`config.mk`:
```
export PLATFORM = sky130hd
export DESIGN_NAME = perf_counter_bank
export DESIGN_NICKNAME = d
export VERILOG_FILES = /design/src/rtl/perf_pkg.sv /design/src/rtl/perf_cnt_cell.sv /design/src/rtl/perf_counter_bank.sv
export SDC_FILE = /design/constraint.sdc
export NUM_CORES = 1
export LEC_CHECK = 0
export ABC_CLOCK_PERIOD_IN_PS = 20300
export BUFFER_PORTS_ARGS = -buffer_cell sky130_fd_sc_hd__buf_2
export CAP_MARGIN = 20
export CORE_MARGIN = 3
export CORE_UTILIZATION = 37
export DETAILED_ROUTE_END_ITERATION = 10
export PLACE_DENSITY_LB_ADDON = 0.12
export SYNTH_ARGS = -nofsm -noshare
export SYNTH_HDL_FRONTEND = slang
export SYNTH_SLANG_ARGS = --single-unit
```
`constraint.sdc`:
```
create_clock -name clk -period 20.3 [get_ports clk]
set_input_delay 4.06 -clock clk [delete_from_list [all_inputs] [get_ports clk]]
set_output_delay 4.06 -clock clk [all_outputs]
set_load 0.03 [all_outputs]
```
`src/rtl/perf_pkg.sv`:
```
// Shared state encoding, default event-channel indices and sizing helper
// for the performance counter bank.
package perf_pkg;

    typedef enum logic [1:0] {
        IDLE    = 2'd0,
        RUN     = 2'd1,
        HALTED  = 2'd2,
        TIMEOUT = 2'd3
    } perf_state_e;

    localparam int unsigned EVT_INST   = 0;
    localparam int unsigned EVT_IC_REQ = 1;
    localparam int unsigned EVT_IC_HIT = 2;
    localparam int unsigned EVT_DC_REQ = 3;
    localparam int unsigned EVT_DC_HIT = 4;
    localparam int unsigned EVT_STALL  = 5;

    // Read-index width: wide enough to address NUM_EVT events plus the cycle counter.
    function automatic int unsigned idx_width(input int unsigned num_evt);
        return ($clog2(num_evt + 1) > 1) ? $clog2(num_evt + 1) : 1;
    endfunction

endpackage

```
`src/rtl/perf_cnt_cell.sv`:
```
// One counter channel with its sticky overflow flag; saturates or wraps
// at all-ones depending on SAT_MODE.
module perf_cnt_cell #(
    parameter int unsigned CNT_W    = 32,
    parameter int unsigned SAT_MODE = 1
) (
    input  logic             clk,
    input  logic             rst,
    input  logic             clr_i,
    input  logic             inc_i,
    output logic [CNT_W-1:0] cnt_o,
    output logic             ovf_o
);

    logic [CNT_W-1:0] cnt_q, cnt_d;
    logic             ovf_q, ovf_d;

    always_comb begin
        cnt_d = cnt_q;
        ovf_d = ovf_q;
        if (clr_i) begin
            cnt_d = '0;
            ovf_d = 1'b0;
        end else if (inc_i) begin
            if (cnt_q == '1) begin
                ovf_d = 1'b1;
                cnt_d = (SAT_MODE != 0) ? cnt_q : '0;
            end else begin
                cnt_d = cnt_q + CNT_W'(1);
            end
        end
    end

    always_ff @(posedge clk or posedge rst) begin
        if (rst) begin
            cnt_q <= '0;
            ovf_q <= 1'b0;
        end else begin
            cnt_q <= cnt_d;
            ovf_q <= ovf_d;
        end
    end

    assign cnt_o = cnt_q;
    assign ovf_o = ovf_q;

endmodule

```
`src/rtl/perf_counter_bank.sv`:
```
// Bank of NUM_EVT event counters plus a cycle counter, gated by a small
// run/halt/timeout FSM, with a registered one-cycle read port.
module perf_counter_bank import perf_pkg::*; #(
    parameter int unsigned NUM_EVT    = 6,
    parameter int unsigned CNT_W      = 32,
    parameter int unsigned SAT_MODE   = 1,
    parameter int unsigned MAX_CYCLES = 100000,
    localparam int unsigned IDX_W     = idx_width(NUM_EVT)
) (
    input  logic               clk,
    input  logic               rst,
    input  logic               enable_i,
    input  logic [NUM_EVT-1:0] evt_i,
    input  logic               hlt_i,
    input  logic               clear_i,
    input  logic               rd_req_i,
    input  logic [IDX_W-1:0]   rd_idx_i,
    output logic               rd_valid_o,
    output logic [CNT_W-1:0]   rd_data_o,
    output logic               rd_ovf_o,
    output logic               rd_err_o,
    output logic [1:0]         state_o,
    output logic               timeout_o
);

    localparam int unsigned NCH = NUM_EVT + 1;

    perf_state_e      state_q, state_d;
    logic             count_en;
    logic             cyc_hit;
    logic [NCH-1:0]   inc;
    logic [CNT_W-1:0] cnt [NCH];
    logic [NCH-1:0]   ovf;

    logic             rd_valid_q, rd_valid_d;
    logic [CNT_W-1:0] rd_data_q, rd_data_d;
    logic             rd_ovf_q, rd_ovf_d;
    logic             rd_err_q, rd_err_d;

    assign count_en = (state_q == RUN) && enable_i && !clear_i;
    // Top channel is the cycle counter: it counts on every enabled RUN cycle.
    assign inc      = count_en ? {1'b1, evt_i} : '0;
    // Fires on the edge that brings the cycle counter to MAX_CYCLES; a
    // saturated or wrapping counter at all-ones can never reach it.
    assign cyc_hit  = (MAX_CYCLES != 0) && count_en && (cnt[NUM_EVT] != '1) &&
                      (64'(cnt[NUM_EVT]) + 64'd1 == 64'(MAX_CYCLES));

    for (genvar g = 0; g < NCH; g++) begin : g_ch
        perf_cnt_cell #(
            .CNT_W   (CNT_W),
            .SAT_MODE(SAT_MODE)
        ) u_cell (
            .clk  (clk),
            .rst  (rst),
            .clr_i(clear_i),
            .inc_i(inc[g]),
            .cnt_o(cnt[g]),
            .ovf_o(ovf[g])
        );
    end

    always_comb begin
        state_d = state_q;
        if (clear_i) begin
            state_d = IDLE;
        end else begin
            case (state_q)
                IDLE:    if (enable_i) state_d = RUN;
                RUN: begin
                    if (hlt_i)        state_d = HALTED;
                    else if (cyc_hit) state_d = TIMEOUT;
                end
                default: state_d = state_q;
            endcase
        end
    end

    always_comb begin
        rd_valid_d = rd_req_i;
        rd_data_d  = '0;
        rd_ovf_d   = 1'b0;
        rd_err_d   = 1'b0;
        if (rd_req_i) begin
            if (32'(rd_idx_i) > NUM_EVT) begin
                rd_err_d = 1'b1;
            end else begin
                for (int unsigned k = 0; k < NCH; k++) begin
                    if (32'(rd_idx_i) == k) begin
                        rd_data_d = cnt[k];
                        rd_ovf_d  = ovf[k];
                    end
                end
            end
        end
    end

    always_ff @(posedge clk or posedge rst) begin
        if (rst) begin
            state_q    <= IDLE;
            rd_valid_q <= 1'b0;
            rd_data_q  <= '0;
            rd_ovf_q   <= 1'b0;
            rd_err_q   <= 1'b0;
        end else begin
            state_q    <= state_d;
            rd_valid_q <= rd_valid_d;
            rd_data_q  <= rd_data_d;
            rd_ovf_q   <= rd_ovf_d;
            rd_err_q   <= rd_err_d;
        end
    end

    assign rd_valid_o = rd_valid_q;
    assign rd_data_o  = rd_data_q;
    assign rd_ovf_o   = rd_ovf_q;
    assign rd_err_o   = rd_err_q;
    assign state_o    = state_q;
    assign timeout_o  = (state_q == TIMEOUT);

endmodule

```
* Word-level counts from Yosys, hierarchy flattened
Cells that the tools add are included.
Storage, ports and cells: register bits 268, latch bits 0, memory bits (writable) 0, bits in read-only memories 0, output and inout bits 38, word-level logic and storage cells 159, memories 0
Cells by class: add/sub/neg operators 8, multiply operators 0, div/mod/pow operators 0, $lt $le $gt $ge 1, equal/unequal tests 26, shift operators 0, muxes and demuxes 68, bitwise operators 0, reduce and logical (&&, ||, !) cells 37
Operators by type and width (count):
- $mux W32 | 30
- $add A32 B1 Y32 const B | 7
- $eq A32 B32 Y1 const B | 7
- $add A32 B1 Y33 const B | 1
- $eq A33 B17 Y1 const B | 1
- $mux W1 | 32
- $ne A32 B32 Y1 const B | 1
- $reduce_and A2 Y1 | 14
- $reduce_bool A2 Y1 | 14
- $ne A2 B2 Y1 const B | 7
- $eq A3 B3 Y1 const B | 3
- $mux W2 | 4
- $mux W7 | 1
- $eq A3 B2 Y1 const B | 2
- $logic_and A1 B1 Y1 | 4
- $ne A4 B4 Y1 const B | 1
- $pmux W2 S2 | 1
- $eq A3 B1 Y1 const B | 1
- $gt A3 B3 Y1 const B | 1
- $logic_not A3 Y1 | 1
- $ne A3 B3 Y1 const B | 1
- $reduce_and A3 Y1 | 1
- $reduce_bool A3 Y1 | 1
- $eq A2 B1 Y1 const B | 1
- 3 further kinds | 3

* Depth between registers and ports, before layout
depth in word-level cells 10, depth in mapped cells 10

* Modules after synthesis
Synthesis repeated with hierarchy kept, for this count alone.
Unflattened totals: cell total of the unflattened synthesis 1918, area total of the unflattened synthesis 16603.4 um^2
Modules (own cells, without submodules):
- perf_cnt_cell | times used 7, cells an instance 202, area an instance 1869.3 um^2, sequential area each 825.8 um^2
- perf_counter_bank | times used 1, cells an instance 504, area an instance 3518.4 um^2, sequential area each 925.9 um^2

* Worst setup path after synthesis
OpenSTA, ideal clock, no wires.
path type input -> register, start point in rd_idx_i[0], end point reg rd_data_q[26] (netlist: rd_data_o[26]), library setup time 136 ps, arrival time 5696 ps, data required time 20164 ps, slack 14468 ps, stages on the path 7, path through clkbuf_1 -> buf_1 -> buf_1 -> mux2i_1 -> o21ai_0 -> o21ai_0 -> a21oi_1
On the way: longest elaborated chain between the ends 10
RTL lines:
- start: declaration | line perf_counter_bank.sv:17 | input logic [IDX_W-1:0] rd_idx_i,
- $logic_not A3 Y1 | line perf_counter_bank.sv:88 | if (32'(rd_idx_i) == k) begin
- $mux W32 (7 in series) | line perf_counter_bank.sv:88
- $mux W32 (*) | line perf_counter_bank.sv:84 | if (32'(rd_idx_i) > NUM_EVT) begin
- $mux W32 (*) | line perf_counter_bank.sv:83 | if (rd_req_i) begin
- named net rd_data_d[26] | line perf_counter_bank.sv:36 | logic [CNT_W-1:0] rd_data_q, rd_data_d;
- end signal: assignment | line perf_counter_bank.sv:107 | rd_data_q <= rd_data_d;
- end: declaration | line perf_counter_bank.sv:36
The timed path passes the listed nets; every way through them passes the cells marked *. A chain may end at the register's enable or synchronous reset.

* Worst setup path after layout
start point in rd_idx_i[0], end point reg rd_data_q[28] (netlist: rd_data_o[28])
The elaborated chain is that of the path after synthesis.

==> impl_metrics.prom <==
# TYPE chip_impl_metric gauge
chip_impl_info{name="outcome",value="finished clean"} 1
chip_impl_metric{name="die_area",unit="sq mm"} 0.0451
chip_impl_metric{name="avgViaCountPerCell",unit=""} 5.93
chip_impl_metric{name="remaining_design_rule_violation_count",unit=""} 0
chip_impl_metric{name="drt_iter0_markers",unit=""} 1519
chip_impl_metric{name="grt_pass1_wl",unit="mm"} 82.0
chip_impl_metric{name="finalHoldViolCount",unit=""} 0
chip_impl_metric{name="post_cts_resized",unit=""} 0
chip_impl_metric{name="min_path_cells",unit=""} 2
chip_impl_info{name="worst_hold_path.endpoint",value="g_ch[4].u_cell.ovf_o"} 1
chip_impl_metric{name="cp_data_required_time",unit="ps"} 20760
chip_impl_metric{name="cts_setup_buffers",unit=""} 0
chip_impl_metric{name="worstPathMaxFanout",unit=""} 44
chip_impl_metric{name="regToRegSetupSlack",unit="ps"} 17060
chip_impl_metric{name="antenna_violating_nets_post_route",unit=""} 0
chip_impl_metric{name="n_fill_cell",unit=""} 4135
chip_impl_metric{name="routed-via-count",unit=""} 14000
chip_impl_info{name="mostFrequentLayoutCell",value="dfrtp_1"} 1
chip_impl_metric{name="post-route-period-util",unit=""} 0.315
chip_impl_metric{name="postLayoutSetupSlackWorst",unit="ps"} 13910
chip_impl_metric{name="clock_tree.htree_level_count",unit=""} 2
chip_impl_metric{name="use_met1",unit=""} 0.353
chip_impl_info{name="worstHoldStart",value="g_ch[4].u_cell.ovf_o"} 1
chip_impl_metric{name="setup_tns",unit="ps"} 0
chip_impl_info{name="regToRegStartpoint",value="state_o[0]"} 1
chip_impl_metric{name="synth.avg_cell_area",unit="sq um"} 8.66
chip_impl_metric{name="diodes",unit=""} 0
chip_impl_metric{name="yosysWarnings",unit=""} 0
chip_impl_info{name="min_path_type",value="reg -> reg"} 1
chip_impl_metric{name="floorplan.core_area",unit="sq mm"} 0.0415
chip_impl_metric{name="syn-num-nets",unit=""} 1842
chip_impl_metric{name="synth.lib_cells_used.distinct",unit=""} 67
chip_impl_info{name="cts_tree",value="yes"} 1
chip_impl_metric{name="synthToLayoutAreaGrowth",unit="%"} 12.0
chip_impl_metric{name="synth_seq_cells",unit=""} 268
chip_impl_metric{name="power_density",unit="mW/mm^2"} 71.4
chip_impl_metric{name="synth_seq_area_share",unit=""} 0.426
chip_impl_metric{name="sequential_cell_area",unit="sq mm"} 0.00671
chip_impl_metric{name="drt-pass1-iter-count",unit=""} 7
chip_impl_metric{name="total_leakage_power",unit="nW"} 6.81
chip_impl_metric{name="clk_transition_reported_paths",unit="ps"} 60
chip_impl_metric{name="design_power_total",unit="mW"} 1.26
chip_impl_metric{name="worst-r2r-cell-count",unit=""} 6
chip_impl_metric{name="grt_util_met2",unit=""} 0.348
chip_impl_info{name="library_cell_used_as_clock_root_buffer",value="clkbuf_16"} 1
chip_impl_metric{name="grt_max_degree",unit=""} 138
chip_impl_metric{name="grt_overflow_total",unit=""} 0
chip_impl_metric{name="maxSlewHeadroom",unit=""} 0.287
chip_impl_info{name="grt-busiest-layer",value="met1"} 1
chip_impl_metric{name="synth-async-reset-ratio",unit=""} 1.00
chip_impl_metric{name="tritoncts.num_buffers",unit=""} 35
chip_impl_metric{name="pin_count",unit=""} 53
chip_impl_info{name="crit_reg_reg_endpoint",value="g_ch[3].u_cell.cnt_o[31]"} 1
chip_impl_metric{name="max_cap_violations",unit=""} 0
chip_impl_info{name="grt_setup_unrepaired",value="false"} 1
chip_impl_metric{name="gpl.final_weighted_congestion",unit=""} 0.909
chip_impl_info{name="timing.critical_path.from_type",value="input pin"} 1
chip_impl_metric{name="fmax",unit="MHz"} 157
chip_impl_metric{name="die_y",unit="microns"} 212
chip_impl_metric{name="detailedPlace.worstSlack",unit="ps"} 13350
chip_impl_metric{name="number_of_enable_flip_flop_cells_after_synthesis",unit=""} 0
chip_impl_metric{name="cts-root-to-sink-buffers",unit=""} 3
chip_impl_metric{name="antenna_violations_before_repair",unit=""} 0
chip_impl_metric{name="clkLatencyLatePin",unit="ps"} 540
chip_impl_metric{name="synthesis.instances",unit=""} 1820
chip_impl_metric{name="number_of_global_route_vias_before_repair",unit=""} 13300
chip_impl_metric{name="layout_min_cycle_time",unit="ps"} 6390
chip_impl_metric{name="worstMarginPinSlew",unit="ps"} 1060
chip_impl_metric{name="starting_density_of_the_core",unit=""} 0.380
chip_impl_metric{name="synthesis.area",unit="sq mm"} 0.0158
chip_impl_metric{name="wl_per_cell",unit="microns"} 22.3
chip_impl_metric{name="irDropWorstVdd",unit="mV"} 0.0486
chip_impl_metric{name="hpwl",unit="mm"} 37.4
chip_impl_metric{name="placement.io_buffers",unit=""} 52
chip_impl_metric{name="multi_input_comb_area",unit="sq mm"} 0.00847
chip_impl_info{name="layout_common_cells",value="268 x dfrtp_1, 212 x nor2_1, 133 x nand2_1"} 1
chip_impl_metric{name="core.rowCount",unit=""} 74
chip_impl_metric{name="fin_nets",unit=""} 1829
chip_impl_info{name="endpoint_kind",value="flip-flop"} 1
chip_impl_metric{name="grt_util_met3",unit=""} 0.0418
chip_impl_metric{name="slew_viol_final",unit=""} 0
chip_impl_metric{name="tritoncts_num_sinks",unit=""} 268
chip_impl_metric{name="worst-endpoint-arrival",unit="ps"} 6850
chip_impl_metric{name="gr-usage-all-layers",unit=""} 0.235
chip_impl_metric{name="clock-skew-final",unit="ps"} 16.6
chip_impl_metric{name="die_x",unit="microns"} 212
chip_impl_info{name="path_class",value="in -> reg"} 1
chip_impl_metric{name="finish_stage_setup_viols",unit=""} 0
chip_impl_metric{name="post_cts_hold_buffer_count",unit=""} 0
chip_impl_metric{name="share_of_final_layout_standard_cells_stronger_than_drive_strength_1",unit=""} 0.0902
chip_impl_metric{name="routed_wl",unit="mm"} 52.8
chip_impl_info{name="yosys_most_used_dff",value="dfrtp_1"} 1
critical path, cell delays in order:
cell and delay, ps:
buf_2 100, buf_4 310, inv_1 830, nand2_1 800, o22ai_1 400, o21ai_0 110
a21oi_1 200
flip-flops by register name (all words and copies together) (netlist names):
name and count:
rd_valid_o 1, state_o 2, rd_err_o 1, g_ch.u_cell.ovf_o 7, rd_ovf_o 1, g_ch.u_cell.cnt_o 224, rd_data_o 32
area by class of cell:
type,count,share of cell area
well taps,532,0.0377
inverters,32,0.00723
repair buffers,73,0.0277
clock buffers,47,0.0580
clock inverters,13,0.00957
multi-input cells,1397,0.480
flip-flops and latches,268,0.380
routing by layer:
metal / wire, microns / vias to the layer above
met1: 24800 / 6925
met2: 23000 / 448
met4: 1410 / 0
met5: 0 / -
li1: - / 6557
met3: 3580 / 77
report_power, final:
group,internal (mW),switching (mW)
Combinational,0.0147,0.0535
Clock,0.403,0.247
Sequential,0.538,0.00456
synth_stat cells, types with 6 or more instances:
master,n,share of area
and3_1,25,0.0099
a211oi_1,7,0.0033
nand3_1,88,0.028
nor2b_1,9,0.0036
xnor2_1,102,0.057
inv_1,32,0.0076
nor3b_1,7,0.0033
nand4_1,96,0.038
mux2i_1,41,0.026
nor2_1,213,0.051
a21oi_1,112,0.036
nand2_1,133,0.032
or2_2,9,0.0036
o31ai_1,16,0.0076
dfrtp_1,268,0.43
o211ai_1,6,0.0029
nor4b_1,7,0.0039
buf_2,15,0.0048
nor3_1,54,0.017
or3_1,39,0.015
buf_1,8,0.0019
and4_1,22,0.012
o22ai_1,30,0.012
a22oi_1,31,0.015
or4_1,16,0.0076
nor4_1,58,0.023
o21ai_0,119,0.038
xor2_1,69,0.038
clkbuf_1,98,0.023
and2_1,19,0.0075
ha_1,7,0.0056
through the flow:
stage                     cells  cell area, sq um  hold WS (ps)  utilization
after floorplan            1820             15800           457            -
after global placement     2297             16400           481        0.394
after detailed placement   2298             16400           485        0.395
after CTS                  2358             17600           497        0.423
after global routing       2362             17600           542        0.425
final                      2362             17600           494        0.425
cells by family (layout without fill, tap and decap cells):
kind of cell / after synthesis / after routing / synth area share
buffers and inverters: 155 / 165 / 0.0388
flip-flops: 268 / 268 / 0.426
adder cells (fa/ha/maj): 7 / 7 / 0.00556
XOR/XNOR: 171 / 171 / 0.0950
AO/OA/AOI/OAI: 353 / 353 / 0.130
AND/OR/NAND/NOR: 815 / 815 / 0.268
multiplexers: 51 / 51 / 0.0368
worst max path at each step:
stage	startpoint	to	cells past startpoint
after floorplan	rst	g_ch[0].u_cell.cnt_o[0]	1
after global placement	rd_idx_i[1]	rd_data_o[1]	8
after detailed placement	rd_idx_i[1]	rd_data_o[1]	8
after CTS	rd_idx_i[1]	rd_data_o[1]	8
after global routing	rd_idx_i[0]	rd_data_o[28]	7
final	rd_idx_i[0]	rd_data_o[28]	7
(Power assumes the default switching activity.)
